[src/rtl/dic_pkg.sv]
// Shared types and constants for the digital-clock set sequencer: FSM states,
// entry mode, digit width and entry-buffer slot indices.
package dic_pkg;

    localparam int DIGIT_W         = 4;
    localparam int TIMEOUT_SEC_DEF = 10;
    localparam int NUM_SLOTS       = 4;

    localparam logic [1:0] SLOT_MT = 2'd0;
    localparam logic [1:0] SLOT_MO = 2'd1;
    localparam logic [1:0] SLOT_ST = 2'd2;
    localparam logic [1:0] SLOT_SO = 2'd3;

    typedef logic [DIGIT_W-1:0] digit_t;

    typedef enum logic [2:0] {
        ST_IDLE   = 3'd0,
        ST_D_MT   = 3'd1,
        ST_D_MO   = 3'd2,
        ST_D_ST   = 3'd3,
        ST_D_SO   = 3'd4,
        ST_COMMIT = 3'd5
    } state_e;

    typedef enum logic {
        MODE_TIME  = 1'b0,
        MODE_ALARM = 1'b1
    } mode_e;

    function automatic logic is_entry_state(input state_e s);
        return (s == ST_D_MT) || (s == ST_D_MO) || (s == ST_D_ST) || (s == ST_D_SO);
    endfunction

    function automatic logic [1:0] slot_of(input state_e s);
        case (s)
            ST_D_MT: return SLOT_MT;
            ST_D_MO: return SLOT_MO;
            ST_D_ST: return SLOT_ST;
            ST_D_SO: return SLOT_SO;
            default: return SLOT_MT;
        endcase
    endfunction

    function automatic state_e next_digit_state(input state_e s);
        case (s)
            ST_D_MT: return ST_D_MO;
            ST_D_MO: return ST_D_ST;
            ST_D_ST: return ST_D_SO;
            ST_D_SO: return ST_COMMIT;
            default: return ST_IDLE;
        endcase
    endfunction

endpackage

[src/rtl/dic_set_sequencer_if.sv]
// Character-strobe inputs and control/digit outputs of the set sequencer.
// The sequencer is the slave; the UART decoder / clock datapath side is the master.
interface dic_set_sequencer_if import dic_pkg::*; ();

    logic   rx_valid;
    digit_t rx_digit;
    logic   det_num;
    logic   det_num0to5;
    logic   det_cr;
    logic   det_atSign;
    logic   det_A;
    logic   det_L;
    logic   det_S;
    logic   sec_tick;

    logic   clk_run;
    logic   alarm_ena;
    logic   ld_time;
    logic   ld_alarm;
    logic   commit_time;
    logic   commit_alarm;
    logic   entry_err;
    digit_t dig_mtens;
    digit_t dig_mones;
    digit_t dig_stens;
    digit_t dig_sones;

    modport master (
        output rx_valid, rx_digit, det_num, det_num0to5, det_cr, det_atSign,
               det_A, det_L, det_S, sec_tick,
        input  clk_run, alarm_ena, ld_time, ld_alarm, commit_time, commit_alarm,
               entry_err, dig_mtens, dig_mones, dig_stens, dig_sones
    );

    modport slave (
        input  rx_valid, rx_digit, det_num, det_num0to5, det_cr, det_atSign,
               det_A, det_L, det_S, sec_tick,
        output clk_run, alarm_ena, ld_time, ld_alarm, commit_time, commit_alarm,
               entry_err, dig_mtens, dig_mones, dig_stens, dig_sones
    );

endinterface

[src/rtl/dic_timeout_ctr.sv]
// Entry inactivity counter: counts sec_tick pulses since the last clear and flags
// the tick that brings the count up to TIMEOUT_SEC.
module dic_timeout_ctr #(
    parameter int TIMEOUT_SEC = 10
) (
    input  logic clk,
    input  logic rst,
    input  logic i_clear,
    input  logic i_tick,
    output logic o_expired
);

    localparam int CNT_W = $clog2(TIMEOUT_SEC + 1);
    localparam logic [CNT_W-1:0] LIMIT_M1 = CNT_W'(TIMEOUT_SEC - 1);

    logic [CNT_W-1:0] r_cnt;

    // Tick counter; clear has priority so a digit arriving with a tick restarts the window.
    always_ff @(posedge clk) begin
        if (rst) begin
            r_cnt <= '0;
        end else if (i_clear) begin
            r_cnt <= '0;
        end else if (i_tick) begin
            r_cnt <= r_cnt + CNT_W'(1);
        end else begin
            r_cnt <= r_cnt;
        end
    end

    // Expiry is signalled on the tick itself so the abort lands on that same edge.
    assign o_expired = i_tick & (r_cnt == LIMIT_M1);

endmodule

[src/rtl/dic_set_sequencer.sv]
// Command sequencer for the digital clock: run/stop, alarm arm, and buffered MM:SS
// entry for time or alarm, committed atomically to the dig_* output registers.
module dic_set_sequencer import dic_pkg::*; #(
    parameter int TIMEOUT_SEC = TIMEOUT_SEC_DEF
) (
    input  logic               clk,
    input  logic               rst,
    dic_set_sequencer_if.slave bus
);

    state_e r_state, w_state_nxt;
    mode_e  r_mode,  w_mode_nxt;
    logic   r_run_ena, w_run_ena_nxt;
    logic   r_alarm_ena, w_alarm_ena_nxt;
    digit_t r_buf [NUM_SLOTS];
    digit_t w_buf_nxt [NUM_SLOTS];
    digit_t r_dig [NUM_SLOTS];
    digit_t w_dig_nxt [NUM_SLOTS];
    logic   r_commit_time, w_commit_time_nxt;
    logic   r_commit_alarm, w_commit_alarm_nxt;
    logic   r_entry_err, w_entry_err_nxt;
    logic   r_ld_time, r_ld_alarm, r_clk_run;

    logic   w_in_entry;
    logic   w_needs_0to5;
    logic   w_restart;
    logic   w_digit_ok;
    logic   w_ctr_clear;
    logic   w_ctr_tick;
    logic   w_expired;
    logic   w_ld_time_nxt;
    logic   w_ld_alarm_nxt;

    // Entry-state character classification, kept outside the FSM block so the
    // timeout counter controls never depend on its own expiry output.
    assign w_in_entry   = is_entry_state(r_state);
    assign w_needs_0to5 = (r_state == ST_D_MT) || (r_state == ST_D_ST);
    assign w_restart    = w_in_entry & bus.rx_valid & (bus.det_L | bus.det_A);
    assign w_digit_ok   = w_in_entry & bus.rx_valid & ~bus.det_L & ~bus.det_A & ~bus.det_S
                        & ~bus.det_cr & ~bus.det_atSign
                        & (w_needs_0to5 ? bus.det_num0to5 : bus.det_num);
    assign w_ctr_clear  = ~w_in_entry | w_digit_ok | w_restart;
    assign w_ctr_tick   = w_in_entry & bus.sec_tick;

    dic_timeout_ctr #(
        .TIMEOUT_SEC (TIMEOUT_SEC)
    ) u_timeout (
        .clk       (clk),
        .rst       (rst),
        .i_clear   (w_ctr_clear),
        .i_tick    (w_ctr_tick),
        .o_expired (w_expired)
    );

    // Next-state, buffer and pulse logic for the command/entry FSM.
    always_comb begin
        w_state_nxt        = r_state;
        w_mode_nxt         = r_mode;
        w_run_ena_nxt      = r_run_ena;
        w_alarm_ena_nxt    = r_alarm_ena;
        w_buf_nxt          = r_buf;
        w_dig_nxt          = r_dig;
        w_commit_time_nxt  = 1'b0;
        w_commit_alarm_nxt = 1'b0;
        w_entry_err_nxt    = 1'b0;
        case (r_state)
            ST_IDLE: begin
                if (bus.rx_valid) begin
                    if (bus.det_L) begin
                        w_state_nxt = ST_D_MT;
                        w_mode_nxt  = MODE_TIME;
                        w_buf_nxt   = '{default: '0};
                    end else if (bus.det_A) begin
                        w_state_nxt = ST_D_MT;
                        w_mode_nxt  = MODE_ALARM;
                        w_buf_nxt   = '{default: '0};
                    end else if (bus.det_S) begin
                        w_run_ena_nxt = 1'b1;
                    end else if (bus.det_cr) begin
                        w_run_ena_nxt = 1'b0;
                    end else if (bus.det_atSign) begin
                        w_alarm_ena_nxt = ~r_alarm_ena;
                    end else begin
                        w_state_nxt = ST_IDLE;
                    end
                end else begin
                    w_state_nxt = ST_IDLE;
                end
            end
            ST_D_MT, ST_D_MO, ST_D_ST, ST_D_SO: begin
                if (w_restart) begin
                    w_state_nxt = ST_D_MT;
                    w_mode_nxt  = bus.det_L ? MODE_TIME : MODE_ALARM;
                    w_buf_nxt   = '{default: '0};
                end else if (w_digit_ok) begin
                    w_buf_nxt[slot_of(r_state)] = bus.rx_digit;
                    w_state_nxt = next_digit_state(r_state);
                    // Last digit: publish the completed buffer together with the pulse.
                    if (r_state == ST_D_SO) begin
                        w_dig_nxt          = w_buf_nxt;
                        w_commit_time_nxt  = (r_mode == MODE_TIME);
                        w_commit_alarm_nxt = (r_mode == MODE_ALARM);
                    end else begin
                        w_dig_nxt = r_dig;
                    end
                end else if (bus.rx_valid) begin
                    w_state_nxt     = ST_IDLE;
                    w_entry_err_nxt = bus.det_S | ~bus.det_cr;
                end else if (w_expired) begin
                    w_state_nxt     = ST_IDLE;
                    w_entry_err_nxt = 1'b1;
                end else begin
                    w_state_nxt = r_state;
                end
            end
            ST_COMMIT: begin
                w_state_nxt = ST_IDLE;
            end
            default: begin
                w_state_nxt = ST_IDLE;
            end
        endcase
    end

    assign w_ld_time_nxt  = is_entry_state(w_state_nxt) & (w_mode_nxt == MODE_TIME);
    assign w_ld_alarm_nxt = is_entry_state(w_state_nxt) & (w_mode_nxt == MODE_ALARM);

    // State, buffer and registered outputs.
    always_ff @(posedge clk) begin
        if (rst) begin
            r_state        <= ST_IDLE;
            r_mode         <= MODE_TIME;
            r_run_ena      <= 1'b0;
            r_alarm_ena    <= 1'b0;
            r_buf          <= '{default: '0};
            r_dig          <= '{default: '0};
            r_commit_time  <= 1'b0;
            r_commit_alarm <= 1'b0;
            r_entry_err    <= 1'b0;
            r_ld_time      <= 1'b0;
            r_ld_alarm     <= 1'b0;
            r_clk_run      <= 1'b0;
        end else begin
            r_state        <= w_state_nxt;
            r_mode         <= w_mode_nxt;
            r_run_ena      <= w_run_ena_nxt;
            r_alarm_ena    <= w_alarm_ena_nxt;
            r_buf          <= w_buf_nxt;
            r_dig          <= w_dig_nxt;
            r_commit_time  <= w_commit_time_nxt;
            r_commit_alarm <= w_commit_alarm_nxt;
            r_entry_err    <= w_entry_err_nxt;
            r_ld_time      <= w_ld_time_nxt;
            r_ld_alarm     <= w_ld_alarm_nxt;
            r_clk_run      <= w_run_ena_nxt & ~w_ld_time_nxt;
        end
    end

    assign bus.clk_run      = r_clk_run;
    assign bus.alarm_ena    = r_alarm_ena;
    assign bus.ld_time      = r_ld_time;
    assign bus.ld_alarm     = r_ld_alarm;
    assign bus.commit_time  = r_commit_time;
    assign bus.commit_alarm = r_commit_alarm;
    assign bus.entry_err    = r_entry_err;
    assign bus.dig_mtens    = r_dig[SLOT_MT];
    assign bus.dig_mones    = r_dig[SLOT_MO];
    assign bus.dig_stens    = r_dig[SLOT_ST];
    assign bus.dig_sones    = r_dig[SLOT_SO];

endmodule

[src/flat_wrapper.sv]
// flat-port wrapper written by rule: the top's interface ports become plain ports
module dic_set_sequencer_flat import dic_pkg::*;
#(
    parameter int TIMEOUT_SEC = TIMEOUT_SEC_DEF
)
  (clk, rst, bus_rx_valid, bus_rx_digit, bus_det_num, bus_det_num0to5, bus_det_cr, bus_det_atSign, bus_det_A, bus_det_L, bus_det_S, bus_sec_tick, bus_clk_run, bus_alarm_ena, bus_ld_time, bus_ld_alarm, bus_commit_time, bus_commit_alarm, bus_entry_err, bus_dig_mtens, bus_dig_mones, bus_dig_stens, bus_dig_sones);
  dic_set_sequencer_if bus_i ();
  input  logic clk;
  input  logic rst;
  input wire logic [$bits(bus_i.rx_valid)-1:0] bus_rx_valid;
  input wire logic [$bits(bus_i.rx_digit)-1:0] bus_rx_digit;
  input wire logic [$bits(bus_i.det_num)-1:0] bus_det_num;
  input wire logic [$bits(bus_i.det_num0to5)-1:0] bus_det_num0to5;
  input wire logic [$bits(bus_i.det_cr)-1:0] bus_det_cr;
  input wire logic [$bits(bus_i.det_atSign)-1:0] bus_det_atSign;
  input wire logic [$bits(bus_i.det_A)-1:0] bus_det_A;
  input wire logic [$bits(bus_i.det_L)-1:0] bus_det_L;
  input wire logic [$bits(bus_i.det_S)-1:0] bus_det_S;
  input wire logic [$bits(bus_i.sec_tick)-1:0] bus_sec_tick;
  output wire logic [$bits(bus_i.clk_run)-1:0] bus_clk_run;
  output wire logic [$bits(bus_i.alarm_ena)-1:0] bus_alarm_ena;
  output wire logic [$bits(bus_i.ld_time)-1:0] bus_ld_time;
  output wire logic [$bits(bus_i.ld_alarm)-1:0] bus_ld_alarm;
  output wire logic [$bits(bus_i.commit_time)-1:0] bus_commit_time;
  output wire logic [$bits(bus_i.commit_alarm)-1:0] bus_commit_alarm;
  output wire logic [$bits(bus_i.entry_err)-1:0] bus_entry_err;
  output wire logic [$bits(bus_i.dig_mtens)-1:0] bus_dig_mtens;
  output wire logic [$bits(bus_i.dig_mones)-1:0] bus_dig_mones;
  output wire logic [$bits(bus_i.dig_stens)-1:0] bus_dig_stens;
  output wire logic [$bits(bus_i.dig_sones)-1:0] bus_dig_sones;
  assign bus_i.rx_valid = bus_rx_valid;
  assign bus_i.rx_digit = bus_rx_digit;
  assign bus_i.det_num = bus_det_num;
  assign bus_i.det_num0to5 = bus_det_num0to5;
  assign bus_i.det_cr = bus_det_cr;
  assign bus_i.det_atSign = bus_det_atSign;
  assign bus_i.det_A = bus_det_A;
  assign bus_i.det_L = bus_det_L;
  assign bus_i.det_S = bus_det_S;
  assign bus_i.sec_tick = bus_sec_tick;
  assign bus_clk_run = bus_i.clk_run;
  assign bus_alarm_ena = bus_i.alarm_ena;
  assign bus_ld_time = bus_i.ld_time;
  assign bus_ld_alarm = bus_i.ld_alarm;
  assign bus_commit_time = bus_i.commit_time;
  assign bus_commit_alarm = bus_i.commit_alarm;
  assign bus_entry_err = bus_i.entry_err;
  assign bus_dig_mtens = bus_i.dig_mtens;
  assign bus_dig_mones = bus_i.dig_mones;
  assign bus_dig_stens = bus_i.dig_stens;
  assign bus_dig_sones = bus_i.dig_sones;
  dic_set_sequencer #(.TIMEOUT_SEC(TIMEOUT_SEC)) u_core (.clk(clk), .rst(rst), .bus(bus_i));
endmodule
[config.mk]
export PLATFORM = sky130hd
export DESIGN_NAME = dic_set_sequencer_flat
export DESIGN_NICKNAME = d
export VERILOG_FILES = /design/src/rtl/dic_pkg.sv /design/src/rtl/dic_set_sequencer_if.sv /design/src/rtl/dic_timeout_ctr.sv /design/src/rtl/dic_set_sequencer.sv /design/src/flat_wrapper.sv
export SDC_FILE = /design/constraint.sdc
export NUM_CORES = 1
export LEC_CHECK = 0
export BUFFER_PORTS_ARGS = -buffer_cell sky130_fd_sc_hd__buf_4
export CELL_PAD_IN_SITES_DETAIL_PLACEMENT = 1
export CELL_PAD_IN_SITES_GLOBAL_PLACEMENT = 2
export CORE_UTILIZATION = 36
export DETAILED_ROUTE_END_ITERATION = 8
export PLACE_DENSITY = 0.84
export SYNTH_ARGS = -nofsm -noshare
export SYNTH_HDL_FRONTEND = slang
export SYNTH_SLANG_ARGS = --single-unit
[constraint.sdc]
create_clock -name clk -period 3.6 [get_ports clk]
set_input_delay 0 -clock clk [delete_from_list [all_inputs] [get_ports clk]]
set_output_delay 0 -clock clk [all_outputs]
set_load 0.1 [all_outputs]
* Yosys cells after proc, flatten, opt, wreduce, memory -nomap -nowiden
Index checks and enable logic that the tools add are counted.
W data, S select, Z words.
** Word-level totals
- Register bits after elaboration :: 48
- Input port bits :: 15
- Output and inout port bits :: 23
- Word-level logic and storage cells :: 123
** Operators by class
- Add/subtract/negate cells :: 1
- Magnitude comparators :: 2
- Equal/unequal tests :: 12
- Mux-type cells :: 40
- Bitwise operators :: 32
- Reduce and logical (&&, ||, !) cells :: 17
** Operators by type and width (count)
- $mux W16 :: 5
- $pmux W16 S2 :: 1
- $mux W3 :: 10
- $bwmux W16 :: 1
- $mux W1 :: 14
- $not A1 Y1 :: 14
- $and A1 B1 Y1 :: 13
- $eq A3 B2 Y1 const B :: 4
- $pmux W3 S4 :: 1
- $demux W4 S2 :: 1
- $reduce_and A4 Y1 :: 2
- $reduce_or A4 Y1 :: 2
- $logic_or A1 B1 Y1 :: 7
- $reduce_and A7 Y1 :: 1
- $eq A3 B1 Y1 const B :: 2
- $eq A3 B3 Y1 const B :: 2
- $mux W2 :: 3
- $pmux W2 S3 :: 1
- $pmux W3 S2 :: 1
- $reduce_or A5 Y1 :: 1
- $add A4 B1 Y4 const B :: 1
- $eq A4 B4 Y1 const B :: 1
- $mux W4 :: 1
- $or A1 B1 Y1 :: 4
- 11 further kinds :: 11

* Longest topological paths before layout
- Depth in word-level cells :: 23
- Mapped depth :: 7
- Depth with buffers taken out :: 7

* Modules after synthesis
Synthesis repeated with hierarchy kept, for this count alone.
** Second synthesis, totals
- Cell total of the unflattened synthesis :: 219
- Area total of the unflattened synthesis :: 1948.1 sq um
** By module, submodules not included
- dic_set_sequencer :: instances 1, cells an instance 200, area an instance 1746.7 sq um, sequential area each 800.8 sq um
- dic_timeout_ctr :: instances 1, cells an instance 19, area an instance 201.4 sq um, sequential area each 80.1 sq um

* Worst setup path before layout
OpenSTA, ideal clock, no wires.
- Path kind :: reg2reg
- Start :: register u_core.r_state[1]
- End :: register u_core.r_dig, in the netlist u_core.bus.dig_mones[1]
- Setup time :: 0.079 ns
- Arrival :: 1.596 ns
- Slack :: 1.925 ns
- Stages on the path, launching flop included :: 7
- Buffers on the path :: 2
- Cell sequence :: dfxtp_1 > buf_6 > or4_4 > nor2_4 > buf_6 > nor2_2 > a211oi_2
** On the way
- Longest elaborated chain between the ends :: 12
- Elaborated cells between the ends (all ways) :: 31
** RTL lines
- from (decl) :: line dic_set_sequencer.sv:11 : state_e r_state, w_state_nxt;
- from (signal assigned) :: line dic_set_sequencer.sv:144 : r_state <= w_state_nxt;
- parallel branches: the longest is 12 deep, another holds $ge A3 B3 Y1
- to (signal assigned) :: line dic_set_sequencer.sv:149 : r_dig <= w_dig_nxt;
- to (decl) :: line dic_set_sequencer.sv:17 : digit_t r_dig [NUM_SLOTS];
Several ways; the timed one is not identified. The select of a mux whose other input is x is not followed.
A chain may end at the register's enable or synchronous reset.

* Final worst setup path
- Start :: register u_core.r_state[2]
- End :: register u_core.r_entry_err (netlist: u_core.bus.entry_err)
** On the way
- Longest elaborated chain between the ends :: 12
- Elaborated cells between the ends (all ways) :: 24
** RTL lines
- $eq A3 B1 Y1 or $eq A3 B2 Y1 (tied branches) :: line dic_pkg.sv:31, dic_set_sequencer.sv:37, dic_set_sequencer.sv:66
- $logic_or A1 B1 Y1 (3 in series) :: line dic_pkg.sv:31 : return (s == ST_D_MT) || (s == ST_D_MO) || (s == ST_D_ST) || (s == ST_D_SO);
- $and A1 B1 Y1 :: line dic_set_sequencer.sv:38, dic_set_sequencer.sv:39
- $and A1 B1 Y1 (3 in series) :: line dic_set_sequencer.sv:39 : assign w_digit_ok = w_in_entry & bus.rx_valid & ~bus.det_L & ~bus.det_A & ~bus.det_S
- $and A1 B1 Y1 (2 in series) :: line dic_set_sequencer.sv:40 : & ~bus.det_cr & ~bus.det_atSign
- $and A1 B1 Y1 :: line dic_set_sequencer.sv:41 : & (w_needs_0to5 ? bus.det_num0to5 : bus.det_num);
- $reduce_or A4 Y1 (no source line)
- to (signal assigned) :: line dic_set_sequencer.sv:152 : r_entry_err <= w_entry_err_nxt;
- to (decl) :: line dic_set_sequencer.sv:21 : logic r_entry_err, w_entry_err_nxt;
Parallel ways exist; a longest one is shown, timed or not.

==> out/qor.json <==
{
  "status": "completed",
  "netlist.area_leader.share_pct": 42.90,
  "worst-endpoint-arrival_ns": 2.43,
  "drt_first_iter_violations": 97,
  "transition_at_the_pin_with_the_smallest_max_transition_slack_ns": 0.6997,
  "dpl_cell_area_mm2": 0.002331,
  "first_global_vias": 1657,
  "route.final.wire_length_um": 4927,
  "layout_min_cycle_time_ns": 2.216,
  "post_cts.repair.setup_buffers": 0,
  "number_of_drc_violations_after_detailed_routing": 0,
  "skew_ns": 0.005746,
  "power_per_cell_area_mw_per_mm2": 355.2,
  "floorplan_die_area_mm2": 0.006009,
  "cts_tree": "done",
  "report.final.hold_viol_count": 0,
  "synth.net_count": 237,
  "fin_ws_ns": 1.384,
  "num_antenna_cells": 0,
  "ys_top_cells_by_count": "44 x sky130_fd_sc_hd__dfxtp_1, 29 x sky130_fd_sc_hd__nor2_1, 25 x sky130_fd_sc_hd__nand2_1, 11 x sky130_fd_sc_hd__a21oi_1, 9 x sky130_fd_sc_hd__a22oi_1",
  "cts_sink_cnt": 44,
  "dpl_ws_ns": 1.407,
  "fp.dieW_um": 77.52,
  "yosysSeqAreaShare_pct": 42.90,
  "netlist_area_mm2": 0.002053,
  "clk_pin_slew_ns": 0.09,
  "synth-edff-count": 0,
  "synth_top_cells_by_area": "sky130_fd_sc_hd__dfxtp_1 43%, sky130_fd_sc_hd__nor2_1 5.3%, sky130_fd_sc_hd__nand2_1 4.6%",
  "routed-via-count": 1748,
  "leakagePower_nw": 0.8898,
  "share_seq_of_total_power_pct": 56.2,
  "synthesis.yosys.warnings": 0,
  "nFillCells": 653,
  "post-layout-total-power_mw": 0.8747,
  "postLayoutCoreUtil_pct": 44.72,
  "switch_pwr_mw": 0.2247,
  "cell_internal_pwr_mw": 0.6500,
  "endpoint_kind": "flip-flop",
  "synth.most_common_cell": "sky130_fd_sc_hd__dfxtp_1",
  "fin_nets": 272,
  "share_clk_of_total_power_pct": 34.6,
  "clk_path_buf_depth": 2,
  "max_cap_violations": 0,
  "worst-endpoint-required_ns": 3.81,
  "power.share.combinational_pct": 9.2,
  "syn-mean-instance-area_um2": 9.333,
  "globalRoute.totalOverflow": 0,
  "setup_tns_ns": 0,
  "ant_nets": 0,
  "detailedRoute.firstPassIterationCount": 4,
  "synth_top_area_cell": "sky130_fd_sc_hd__dfxtp_1",
  "cts_inserted_buffers": 5,
  "antenna_found_initial": 0,
  "syn_inst": 220,
  "area_growth_syn_to_layout_pct": 19.93,
  "initial_core_utilization_pct": 37.29,
  "timing.critical_path.from_type": "flip-flop",
  "port-buffer-count": 37,
  "setup_repair_after_global_routing_missed_its_margin": "false",
  "synth-seq-cells": 44,
  "dieHeight_um": 77.52,
  "dp_hpwl_um": 3438,
  "fp.coreArea_mm2": 0.005507,
  "grt.total_usage_pct": 17.98,
  "max-slew-margin-rel_pct": 53.29,
  "synth_ff_type": "sky130_fd_sc_hd__dfxtp_1",
  "timing.critical_path.fanout_max": 16,
  "boundaryPins": 38,
  "hold_class": "input pin to flip-flop",
  "gp_congestion": 0.7879,
  "grt_start_max_net_pins": 36,
  "swShare_pct": 25.69,
  "multiInputGateArea_mm2": 0.001064,
  "post-route-cell-area_mm2": 0.002462,
  "yosys.cell_types.count": 55,
  "routed_wire_length_per_instance_um": 15.07,
  "via_per_inst": 5.346,
  "finalMaxSlewViolations": 0,
  "setup_viol_count_final": 0,
  "finalCritPeriodShare_pct": 61.54,
  "synthArstFlopShare_pct": 0,
  "grt_first_pass_wirelength_um": 8397,
  "sequential_cell_area_um2": 880.8,
  "max_freq_mhz": 451.3,
  "path_class": "flip-flop to flip-flop",
  "clock_latency_ns": 0.30,
  "clock_tree.root_cell": "sky130_fd_sc_hd__clkbuf_8",
  "cts_htree_levels": 2,
  "layout-drive-gt1-share_pct": 24.71,
  "ir_worst_vdd_mv": 0.2230,
  "rows": 27
}
cells by family after synthesis:
family / synth area share [%]
AOI/OAI and AO/OA: 18.10
buffers and inverters: 5.301
muxes: 3.047
DFF: 42.90
adders and majority gates: 1.219
and+or+nand+nor: 27.30
xor gates and xnor gates: 2.133
placed cells by master, fill, tap and decap left out, types with 2 or more instances in the layout:
cell and instances:
sky130_fd_sc_hd__dfxtp_1 44, sky130_fd_sc_hd__xor2_1 4, sky130_fd_sc_hd__o21ai_0 2, sky130_fd_sc_hd__a22o_1 4
sky130_fd_sc_hd__inv_1 5, sky130_fd_sc_hd__a211oi_1 3, sky130_fd_sc_hd__a211oi_2 2, sky130_fd_sc_hd__a22oi_1 9
sky130_fd_sc_hd__nor2_1 29, sky130_fd_sc_hd__and4_1 2, sky130_fd_sc_hd__dlygate4sd3_1 5, sky130_fd_sc_hd__or2_1 3
sky130_fd_sc_hd__buf_4 37, sky130_fd_sc_hd__mux2i_1 4, sky130_fd_sc_hd__ha_1 2, sky130_fd_sc_hd__nand2_1 25
sky130_fd_sc_hd__a31oi_1 3, sky130_fd_sc_hd__a21oi_1 11, sky130_fd_sc_hd__nor3_1 3, sky130_fd_sc_hd__nor4_1 4
sky130_fd_sc_hd__nand4_1 2, sky130_fd_sc_hd__and3_1 2, sky130_fd_sc_hd__a311oi_1 5, sky130_fd_sc_hd__nor2_2 2
sky130_fd_sc_hd__clkbuf_8 5, sky130_fd_sc_hd__nand3_1 8
flip-flops by register name (all words and copies together), names as in the netlist:
register and cells:
u_core.bus.commit_time 1, u_core.bus.dig_mones 4, u_core.bus.alarm_ena 1, u_core.r_buf 12, u_core.r_state 3, u_core.bus.ld_time 1
u_core.r_mode 1, u_core.bus.dig_mtens 4, u_core.bus.dig_sones 4, u_core.bus.ld_alarm 1, u_core.bus.entry_err 1, u_core.u_timeout.r_cnt 4
u_core.bus.clk_run 1, u_core.bus.commit_alarm 1, u_core.r_run_ena 1, u_core.bus.dig_stens 4
power groups by stage:
stage | Clock (mW) | Sequential [mW] | Combinational, mW
finish | 0.302 | 0.492 | 0.0805
CTS | 0.314 | 0.492 | 0.0806
global placement | 0 | 0.503 | 0.0760
global route | 0.330 | 0.492 | 0.0876
detailed placement | 0 | 0.503 | 0.0762
floorplan | 0 | 0.510 | 0.0377
per-stage QoR:
| stage | hold slack (ns) | cells |
|---|---|---|
| 2_1_floorplan | 0.1235 | 220 |
| 3_3_place_gp | 0.2770 | 315 |
| 3_5_place_dp | 0.2807 | 315 |
| 4_1_cts | 0.004951 | 327 |
| 5_1_grt | 0.04189 | 327 |
| 6_report | 0.006287 | 327 |
metal layers:
metal	vias up	GRT usage (%)	share of wire (%)
met3	7	3.294	3.6
li1	857	-	-
met5	-	0	0
met4	0	5.660	1.3
met1	843	23.44	48
met2	41	29.91	47
worst max-delay path: stages, from the launching register on:
cell and delay, ns:
sky130_fd_sc_hd__dfxtp_1 0.78, sky130_fd_sc_hd__nand2b_4 0.30, sky130_fd_sc_hd__mux2i_4 0.36, sky130_fd_sc_hd__nor2_1 0.12, sky130_fd_sc_hd__or2_1 0.31, sky130_fd_sc_hd__a311oi_1 0.25
repair_timing:
| action | CTS | global route |
|---|---|---|
| setup endpoints to repair | 0 | 0 |
| hold buffers | 5 | 0 |
| gates resized for setup | 0 | 0 |
| endpoints found under the hold margin | 7 | 0 |
worst paths after layout:
kind	from	to	slack (ns)	depth (start not counted)
worst max-delay path	u_core.r_state[2]$_SDFF_PP0_	u_core.bus.entry_err$_SDFF_PP0_	1.38	5
worst min-delay path	bus_rx_valid	u_core.bus.entry_err$_SDFF_PP0_	0.006	2
worst max register to register	u_core.r_state[2]$_SDFF_PP0_	u_core.bus.entry_err$_SDFF_PP0_	1.38	5
worst min register to register	u_core.r_buf[13]$_SDFFE_PP0P_	u_core.bus.dig_mtens[1]$_SDFFE_PP0P_	0.46	2
cell type report:
class / count / share of cell area, %
clock inverters: 2 / 0.5081
multi-input cells: 157 / 43.19
repair buffers: 42 / 13.31
clock buffers: 5 / 2.795
inverters: 5 / 0.7622
flip-flops and latches: 44 / 35.77
well taps: 72 / 3.659
(Power assumes the default switching activity.)
